`config.mk`:
```
export PLATFORM = sky130hd
export DESIGN_NAME = metronome_beat_scheduler_flat
export DESIGN_NICKNAME = d
export VERILOG_FILES = /design/src/rtl/metronome_beat_scheduler_if.sv /design/src/rtl/metronome_beat_scheduler.sv /design/src/flat_wrapper.sv
export SDC_FILE = /design/constraint.sdc
export NUM_CORES = 1
export LEC_CHECK = 0
export CELL_PAD_IN_SITES_DETAIL_PLACEMENT = 0
export CELL_PAD_IN_SITES_GLOBAL_PLACEMENT = 1
export CORE_ASPECT_RATIO = 1.4
export CORE_MARGIN = 5
export CORE_UTILIZATION = 25
export DETAILED_ROUTE_END_ITERATION = 12
export GPL_TIMING_DRIVEN = 0
export PLACE_DENSITY_LB_ADDON = 0.1
export SYNTH_ARGS = -nofsm -noshare
export SYNTH_HDL_FRONTEND = slang
export SYNTH_SLANG_ARGS = --single-unit
```
`constraint.sdc`:
```
create_clock -name clk -period 5.3 [get_ports clk]
set_clock_uncertainty 0.15 [all_clocks]
set_input_delay 1.06 -clock clk [delete_from_list [all_inputs] [get_ports clk]]
set_output_delay 1.06 -clock clk [all_outputs]
set_load 0.05 [all_outputs]
```
`src/rtl/metronome_beat_scheduler_if.sv`:
```
// Control/status bundle between the metronome scheduler and its host:
// run/period/accent inputs, beat and tone outputs.
interface metronome_beat_scheduler_if;
    logic        run;
    logic [26:0] beat_period;
    logic [14:0] accent_mask;
    logic [3:0]  beat_num;
    logic        beat_tick;
    logic        tone_en;
    logic        speaker_out;
    logic        count_in;

    modport master (
        output run, beat_period, accent_mask,
        input  beat_num, beat_tick, tone_en, speaker_out, count_in
    );

    modport slave (
        input  run, beat_period, accent_mask,
        output beat_num, beat_tick, tone_en, speaker_out, count_in
    );
endinterface

```
`src/rtl/metronome_beat_scheduler.sv`:
```
// Metronome sequencer: one beat per period, a square-wave beep at the start of
// each beat, accent/normal pitch per beat. Optional count-in bar: COUNT_IN_EN.
module metronome_beat_scheduler #(
    parameter int BEATS_PER_BAR = 8,
    parameter int BEEP_CYCLES   = 5400000,
    parameter int ACCENT_HALF   = 32507,
    parameter int NORMAL_HALF   = 48704
) (
    input logic                        clk,
    input logic                        rst,
    metronome_beat_scheduler_if.slave  bus
);

    typedef enum logic [1:0] {IDLE, BEEP, GAP} state_t;

    localparam int HALF_MAX = (ACCENT_HALF > NORMAL_HALF) ? ACCENT_HALF : NORMAL_HALF;
    localparam int HALF_W   = (HALF_MAX > 1) ? $clog2(HALF_MAX) : 1;

    localparam logic [HALF_W-1:0] ACC_LAST   = HALF_W'(ACCENT_HALF - 1);
    localparam logic [HALF_W-1:0] NRM_LAST   = HALF_W'(NORMAL_HALF - 1);
    localparam logic [26:0]       BEEP_LAST  = 27'(BEEP_CYCLES - 1);
    localparam logic [26:0]       MIN_PERIOD = 27'(BEEP_CYCLES + 2);
    localparam logic [3:0]        LAST_BEAT  = 4'(BEATS_PER_BAR);

`ifdef COUNT_IN_EN
    localparam logic COUNT_IN_ON = 1'b1;
`else
    localparam logic COUNT_IN_ON = 1'b0;
`endif

    // A period shorter than the beep plus a gap would swallow the gap entirely.
    function automatic logic [26:0] clamp_period(input logic [26:0] p);
        return (p < MIN_PERIOD) ? MIN_PERIOD : p;
    endfunction

    state_t            state_q, state_d;
    logic [26:0]       beat_cnt_q, beat_cnt_d;
    logic [26:0]       eff_period_q, eff_period_d;
    logic [3:0]        beat_num_q, beat_num_d;
    logic              beat_tick_q, beat_tick_d;
    logic              tone_en_q, tone_en_d;
    logic              speaker_q, speaker_d;
    logic              count_in_q, count_in_d;
    logic              accent_q, accent_d;
    logic [HALF_W-1:0] half_cnt_q, half_cnt_d;

    logic              start_beat;
    logic              new_bar;
    logic [3:0]        mask_idx;
    logic [HALF_W-1:0] half_last;

    assign half_last = accent_q ? ACC_LAST : NRM_LAST;

    always_comb begin
        state_d      = state_q;
        beat_cnt_d   = beat_cnt_q;
        eff_period_d = eff_period_q;
        beat_num_d   = beat_num_q;
        beat_tick_d  = 1'b0;
        speaker_d    = speaker_q;
        count_in_d   = count_in_q;
        accent_d     = accent_q;
        half_cnt_d   = half_cnt_q;
        start_beat   = 1'b0;
        new_bar      = 1'b0;
        mask_idx     = 4'd0;

        if (!bus.run) begin
            // Abort wins over everything and wipes the whole schedule.
            state_d      = IDLE;
            beat_cnt_d   = '0;
            eff_period_d = '0;
            beat_num_d   = '0;
            speaker_d    = 1'b0;
            count_in_d   = 1'b0;
            accent_d     = 1'b0;
            half_cnt_d   = '0;
        end else begin
            case (state_q)
                IDLE: begin
                    start_beat = 1'b1;
                    new_bar    = 1'b1;
                    beat_num_d = 4'd1;
                    count_in_d = COUNT_IN_ON;
                end
                BEEP: begin
                    beat_cnt_d = beat_cnt_q + 27'd1;
                    if (beat_cnt_q == BEEP_LAST) begin
                        state_d    = GAP;
                        speaker_d  = 1'b0;
                        half_cnt_d = '0;
                    end else if (half_cnt_q == half_last) begin
                        speaker_d  = ~speaker_q;
                        half_cnt_d = '0;
                    end else begin
                        half_cnt_d = half_cnt_q + 1'b1;
                    end
                end
                GAP: begin
                    if (beat_cnt_q == eff_period_q - 27'd1) begin
                        start_beat = 1'b1;
                        if (beat_num_q == LAST_BEAT) begin
                            beat_num_d = 4'd1;
                            new_bar    = 1'b1;
                            count_in_d = 1'b0;
                        end else begin
                            beat_num_d = beat_num_q + 4'd1;
                        end
                    end else begin
                        beat_cnt_d = beat_cnt_q + 27'd1;
                    end
                end
                default: state_d = IDLE;
            endcase

            if (start_beat) begin
                state_d     = BEEP;
                beat_cnt_d  = '0;
                beat_tick_d = 1'b1;
                speaker_d   = 1'b1;
                half_cnt_d  = '0;
                mask_idx    = beat_num_d - 4'd1;
                accent_d    = count_in_d | bus.accent_mask[mask_idx];
            end

            // Period only takes effect on bar boundaries so a bar never stretches mid-way.
            if (new_bar) begin
                eff_period_d = clamp_period(bus.beat_period);
            end
        end

        tone_en_d = (state_d == BEEP);
    end

    always_ff @(posedge clk or posedge rst) begin
        if (rst) begin
            state_q      <= IDLE;
            beat_cnt_q   <= '0;
            eff_period_q <= '0;
            beat_num_q   <= '0;
            beat_tick_q  <= 1'b0;
            tone_en_q    <= 1'b0;
            speaker_q    <= 1'b0;
            count_in_q   <= 1'b0;
            accent_q     <= 1'b0;
            half_cnt_q   <= '0;
        end else begin
            state_q      <= state_d;
            beat_cnt_q   <= beat_cnt_d;
            eff_period_q <= eff_period_d;
            beat_num_q   <= beat_num_d;
            beat_tick_q  <= beat_tick_d;
            tone_en_q    <= tone_en_d;
            speaker_q    <= speaker_d;
            count_in_q   <= count_in_d;
            accent_q     <= accent_d;
            half_cnt_q   <= half_cnt_d;
        end
    end

    assign bus.beat_num    = beat_num_q;
    assign bus.beat_tick   = beat_tick_q;
    assign bus.tone_en     = tone_en_q;
    assign bus.speaker_out = speaker_q;
    assign bus.count_in    = count_in_q;

endmodule

```
`src/flat_wrapper.sv`:
```
// flat-port wrapper written by rule: the top's interface ports become plain ports
module metronome_beat_scheduler_flat 
#(
    parameter int BEATS_PER_BAR = 8,
    parameter int BEEP_CYCLES   = 5400000,
    parameter int ACCENT_HALF   = 32507,
    parameter int NORMAL_HALF   = 48704
)
  (clk, rst, bus_run, bus_beat_period, bus_accent_mask, bus_beat_num, bus_beat_tick, bus_tone_en, bus_speaker_out, bus_count_in);
  metronome_beat_scheduler_if bus_i ();
  input logic clk;
  input logic rst;
  input wire logic [$bits(bus_i.run)-1:0] bus_run;
  input wire logic [$bits(bus_i.beat_period)-1:0] bus_beat_period;
  input wire logic [$bits(bus_i.accent_mask)-1:0] bus_accent_mask;
  output wire logic [$bits(bus_i.beat_num)-1:0] bus_beat_num;
  output wire logic [$bits(bus_i.beat_tick)-1:0] bus_beat_tick;
  output wire logic [$bits(bus_i.tone_en)-1:0] bus_tone_en;
  output wire logic [$bits(bus_i.speaker_out)-1:0] bus_speaker_out;
  output wire logic [$bits(bus_i.count_in)-1:0] bus_count_in;
  assign bus_i.run = bus_run;
  assign bus_i.beat_period = bus_beat_period;
  assign bus_i.accent_mask = bus_accent_mask;
  assign bus_beat_num = bus_i.beat_num;
  assign bus_beat_tick = bus_i.beat_tick;
  assign bus_tone_en = bus_i.tone_en;
  assign bus_speaker_out = bus_i.speaker_out;
  assign bus_count_in = bus_i.count_in;
  metronome_beat_scheduler #(.BEATS_PER_BAR(BEATS_PER_BAR), .BEEP_CYCLES(BEEP_CYCLES), .ACCENT_HALF(ACCENT_HALF), .NORMAL_HALF(NORMAL_HALF)) u_core (.clk(clk), .rst(rst), .bus(bus_i));
endmodule
```
# [After elaboration in Yosys (flattened, before gate mapping)]
# Index checks and enable logic that the tools add are counted.
[classes] add_sub_neg=5 multipliers=0 n_div=0 order_cmp=2 n_eq_ne=13 n_shift=0 n_mux=45 bitwise=2 reduce_logical=4
[op_table] cell="$mux 27" count=6
[op_table] cell="$mux 16" count=6
[op_table] cell="$pmux 27 s2" count=1
[op_table] cell="$add 27x1->27 const B" count=1
[op_table] cell="$eq 27x23->1 const B" count=1
[op_table] cell="$eq 27x27->1" count=1
[op_table] cell="$lt 27x23->1 const B" count=1
[op_table] cell="$sub 27x1->27 const B" count=1
[op_table] cell="$mux 1" count=19
[op_table] cell="$add 16x1->16 const B" count=1
[op_table] cell="$eq 16x16->1" count=1
[op_table] cell="$mux 4" count=4
[op_table] cell="$ne 4x1->1 const B" count=2
[op_table] cell="$pmux 4 s2" count=1
[op_table] cell="$mux 2" count=3
[op_table] cell="$pmux 1 s2" count=3
[op_table] cell="$lt 4x5->1 const B" count=1
[op_table] cell="$add 4x1->4 const B" count=1
[op_table] cell="$bmux 1 s4" count=1
[op_table] cell="$eq 2x1->1 const B" count=2
[op_table] cell="$eq 4x4->1 const B" count=1
[op_table] cell="$ne 2x1->1 const B" count=2
[op_table] cell="$ne 4x4->1 const B" count=1
[op_table] cell="$pmux 2 s2" count=1
[op_table] cell="other kinds (8)" count=9
[word_totals] regBits=81 latchBits=0 mem_bits_rw=0 mem_bits_ro=0 in_bits=45 out_inout_bits=8 wordCells=81 memories=0

# [Depth between registers and ports, before layout]
# Gate-level depths: netlist of the first run.
[logic_depth] ltp_word=11 mapped_depth=21 mapped_depth_nobuf=17

# [Worst setup path before layout of the first run]
# No wires, ideal clock.
[synth_timing] path_type="register to register" from="register u_core.eff_period_q[0]" to="register u_core.accent_q" setup_time_ps=132 arrival_ps=4748 t_required_ps=5018 slack_ps=269 path_stages_with_launch=21 n_path_buf=4 period_less_slack_ps=5031 path_cell_list="dfrtp_1 > inv_1 > ha_1 > clkbuf_1 > or4b_1 > clkbuf_1 > or3_1 > xnor2_1 > o221ai_1 > nand4_1 > or4_1 > buf_6 > nor2_1 > a22oi_1 > o21a_1 > ha_1 > buf_1 > mux4_2 > nor2b_1 > nor4b_1 > nor3b_2"
[synth_via] elab_chain_cells=11 elab_cells_between_ends=18 cone_classes="2 x add/sub; 2 x eq/ne; 13 x mux; 1 x bitwise"
[synth_rtl] item="start, declared" line="metronome_beat_scheduler.sv:38" rtl="logic [26:0] eff_period_q, eff_period_d;"
[synth_rtl] item="start signal, assigned" line="metronome_beat_scheduler.sv:150" rtl="eff_period_q <= eff_period_d;"
[synth_rtl] item="$sub 27x1->27 *" line="metronome_beat_scheduler.sv:100" rtl="if (beat_cnt_q == eff_period_q - 27'd1) begin"
[synth_rtl] item="$eq 27x27->1 *" line="metronome_beat_scheduler.sv:100"
[synth_rtl] item="$mux 4" line="metronome_beat_scheduler.sv:100"
[synth_rtl] item="$pmux 4 s2" line="metronome_beat_scheduler.sv:79" rtl="case (state_q)"
[synth_rtl] item="$mux 4" line="metronome_beat_scheduler.sv:68" rtl="if (!bus.run) begin"
[synth_rtl] item="$sub 4x1->4" line="metronome_beat_scheduler.sv:122" rtl="mask_idx = beat_num_d - 4'd1;"
[synth_rtl] item="$bmux 1 s4" line="metronome_beat_scheduler.sv:123" rtl="accent_d = count_in_d | bus.accent_mask[mask_idx];"
[synth_rtl] item="$mux 1 (implied by the code)" line="metronome_beat_scheduler.sv:123"
[synth_rtl] item="$or 1x1->1" line="metronome_beat_scheduler.sv:123"
[synth_rtl] item="$mux 1" line="metronome_beat_scheduler.sv:116" rtl="if (start_beat) begin"
[synth_rtl] item="$mux 1" line="metronome_beat_scheduler.sv:68"
[synth_rtl] item="end signal, assigned" line="metronome_beat_scheduler.sv:156" rtl="accent_q <= accent_d;"
[synth_rtl] item="end, declared" line="metronome_beat_scheduler.sv:44" rtl="logic accent_q, accent_d;"
# Mark *: on every way between the ends. The rest lies on a longest branch, timed or not. The select of a mux whose other input is x is not followed.
# A chain may end at the register's enable or synchronous reset.

# [Final worst setup path of the first run]
[layout_timing] from="register u_core.eff_period_q[8]" to="register u_core.accent_q"
# The elaborated chain is that of the path after synthesis.

==> impl_metrics.tcl, run 1 <==
set metrics [dict create \
    status "completed" \
    insertion_delay_ns 0.35 \
    synth_edf_count 0 \
    ir_worst_vdd_mv 0.145 \
    yosys_register_bits 81 \
    synthCells 576 \
    tns_ns 0 \
    rows 62 \
    critical_path_buf_inv_count 2 \
    final_common_cell "dfrtp_1" \
    die-width_microns 132 \
    rsz0062_at_grt "false" \
    synth_fp_nets 627 \
    cts_max_path_buffers 2 \
    place_inst 885 \
    synth_top_flop_cell "dfrtp_1" \
    start_kind "flop" \
    initial_utilization_pct 25.5 \
    end_kind "flop" \
    path_delay_family "simple AND/OR/NAND/NOR gates" \
    dp_slack_ns -0.585 \
    avgSynthCellArea_sq_um 9.10 \
    yosysWarnings 0 \
    dieArea_sq_um 24000 \
    max_freq_mhz 197 \
    drtIter0Drc 221 \
    cp_slowest_stage_delay_ns 0.60 \
    grt_pass1_wl_microns 27600 \
    clockRootBuffer "clkbuf_16" \
    min_path_type "reg2reg" \
    arrival_ns 5.16 \
    track_usage_pct 14.5 \
    io_pins 53 \
    drc 0 \
    period_share_pct 95.9 \
    postCtsHoldBufs 0 \
    crit_chain "or4_4 -> nor4_2 -> buf_4 -> nand4b_4 -> a211oi_2 -> o211ai_1 -> or4_1 -> buf_6 -> nor2_1 -> a22oi_1 -> o21a_1 -> ha_2 -> mux4_2 -> nor2b_1 -> nor4b_2 -> nor3b_2" \
    portBuffers 52 \
    layout_setup_ws_ns 0.218 \
    wl_per_cell_microns 19.0 \
    slew_viol_final 0 \
    async_flop_share_pct 100 \
    vias_per_cell 5.15 \
    area.growth.synth_to_final_pct 23.1 \
    cp.depth 16 \
    cts_made_buffers 9 \
    critPathKind "reg2reg" \
    vias 4629 \
    p_per_area_nw_per_um2 255 \
    dr.pass1.iters 4 \
    coreArea_sq_um 20600 \
    slowest_stage "or4_1" \
    grt_antenna_before_repair 0 \
    slew_headroom_pct 46.5 \
    synth_area_sq_um 5240 \
    min_delay_path_depth 1 \
    stdcell_count 898 \
    power.total_uw 1650 \
    final_core_util_pct 31.4 \
    grt_max_degree 47 \
    drv_cap 0 \
    cts_tree "built" \
    drive_above_1_share_pct 11.2 \
    dp.final_hpwl_microns 13600 \
    fin_nets 688 \
    hold_viol 0 \
    cp.required_ns 5.37 \
    antenna_left 0 \
    htreeDepth 3 \
    die-height_microns 181 \
    overflow 0 \
    grt_pass1_vias 4807 \
    gp_congestion 0.856 \
    clk_pin_slew_worst_paths_ns 0.08 \
    synth_cell_types 72 \
    p_leak_uw 0.00252 \
    setup_viol 0 \
    diodes 0 \
    worst-path-max-fanout 10 \
    clock_sinks 81 \
    post-cts-setup-buffers 0 \
    fillCellCount 2147 \
    ys_seq_area_share_pct 38.7 \
    reg2reg_depth 16 \
    drt-total-wl_microns 17100 \
    final.min_clock_period_ns 5.08 \
    layout_common_cells "dfrtp_1, nor2_1, clkdlybuf4s50_1" \
    tightest_slew_ns 0.797 \
]
## cells in the mapped netlist, types with 4 or more instances
cell	instances	area, sq um
dfrtp_1	81	2030
nor2_1	78	293
nand2_1	39	146
xnor2_1	31	272
xor2_1	30	263
o21ai_0	26	130
clkbuf_1	22	82.6
nand3_1	22	110
nor3_1	19	95.1
inv_1	16	60.1
nand4_1	16	100
a22o_1	13	114
and3_1	13	81.3
a21oi_1	12	60.1
nor4_1	9	56.3
o221a_2	9	101
o31ai_1	9	67.6
mux2i_1	8	80.1
nor2b_1	7	43.8
ha_1	6	75.1
nor4b_1	6	52.6
or3_1	6	37.5
buf_2	5	25.0
nand2b_1	5	31.3
o2111ai_1	5	43.8
or4_1	5	37.5
a211oi_1	4	30.0
a31oi_1	4	25.0
nand3b_1	4	30.0
nand4b_1	4	35.0
o211ai_1	4	30.0
or2_2	4	25.0
## layout make-up
type | count | area (sq um) | share of cell area [%]
multi-input combinational | 448 | 3080 | 47.7
tap | 256 | 320 | 4.96
buffer | 27 | 119 | 1.84
sequential | 81 | 2030 | 31.4
clock buffer | 9 | 225 | 3.49
inverter | 17 | 66.3 | 1.03
timing repair buffer | 53 | 541 | 8.37
clock inverter | 7 | 76.3 | 1.18
## path summary, 6_finish.rpt
check	startpoint	endpoint	slack (ns)
min	u_core.half_cnt_q[5]	u_core.half_cnt_q[5]	0.35
max	u_core.eff_period_q[8]	u_core.accent_q	0.22
max in group asynchronous	rst	u_core.beat_cnt_q[25]	3.37
min in group asynchronous	rst	u_core.half_cnt_q[3]	0.99
min reg2reg	u_core.half_cnt_q[5]	u_core.half_cnt_q[5]	0.35
max reg2reg	u_core.eff_period_q[8]	u_core.accent_q	0.22
## per-stage QoR
step	instance area [sq um]	hold slack, ns
2_1_floorplan	5240	0.310
3_3_place_gp	6080	0.331
3_5_place_dp	6110	0.339
4_1_cts	6440	0.356
5_1_grt	6450	0.370
6_report	6450	0.354
## logic make-up (layout without fill, tap and decap cells)
| logic type | after synthesis | after routing | synth area share (%) |
|---|---|---|---|
| adders and majority gates | 6 | 6 | 1.43 |
| and+or+nand+nor | 257 | 257 | 26.9 |
| xor gates and xnor gates | 62 | 62 | 10.5 |
| buffers and inverters | 47 | 113 | 3.70 |
| AOI/OAI and AO/OA | 110 | 110 | 15.6 |
| DFF | 81 | 81 | 38.7 |
| muxes | 13 | 13 | 3.25 |
## layer usage
metal	part of all wire [%]	wire length, microns	vias up	GRT usage (%)
met5	0	0	-	0
met4	4.9	842	0	7.38
li1	-	-	2237	-
met3	3.3	559	39	2.48
met2	51	8710	101	25.5
met1	41	6980	2252	16.8
## sequential cells by signal (all words and copies together), names as in the netlist
name                    flops
u_core.half_cnt_q          16
u_core.state_q              2
u_core.bus.beat_tick        1
u_core.eff_period_q        27
u_core.beat_cnt_q          27
u_core.bus.beat_num         4
u_core.bus.tone_en          1
u_core.bus.count_in         1
u_core.bus.speaker_out      1
u_core.accent_q             1
## power by group
group | switching, uW | internal (uW)
clock network | 287 | 370
registers | 28.3 | 638
logic | 187 | 138
## repair_timing
action,CTS,global route
gates resized for setup,7,6
setup endpoints to repair,2,1
pin swaps,0,1
Power figures use the tool's default switching activity.
==> inputs of run 2 (changes only) <==
TNS_END_PERCENT = 5   (was default)
==> results of run 2 <==
No change in the layout: final DEF, timing and power equal those of run 1.
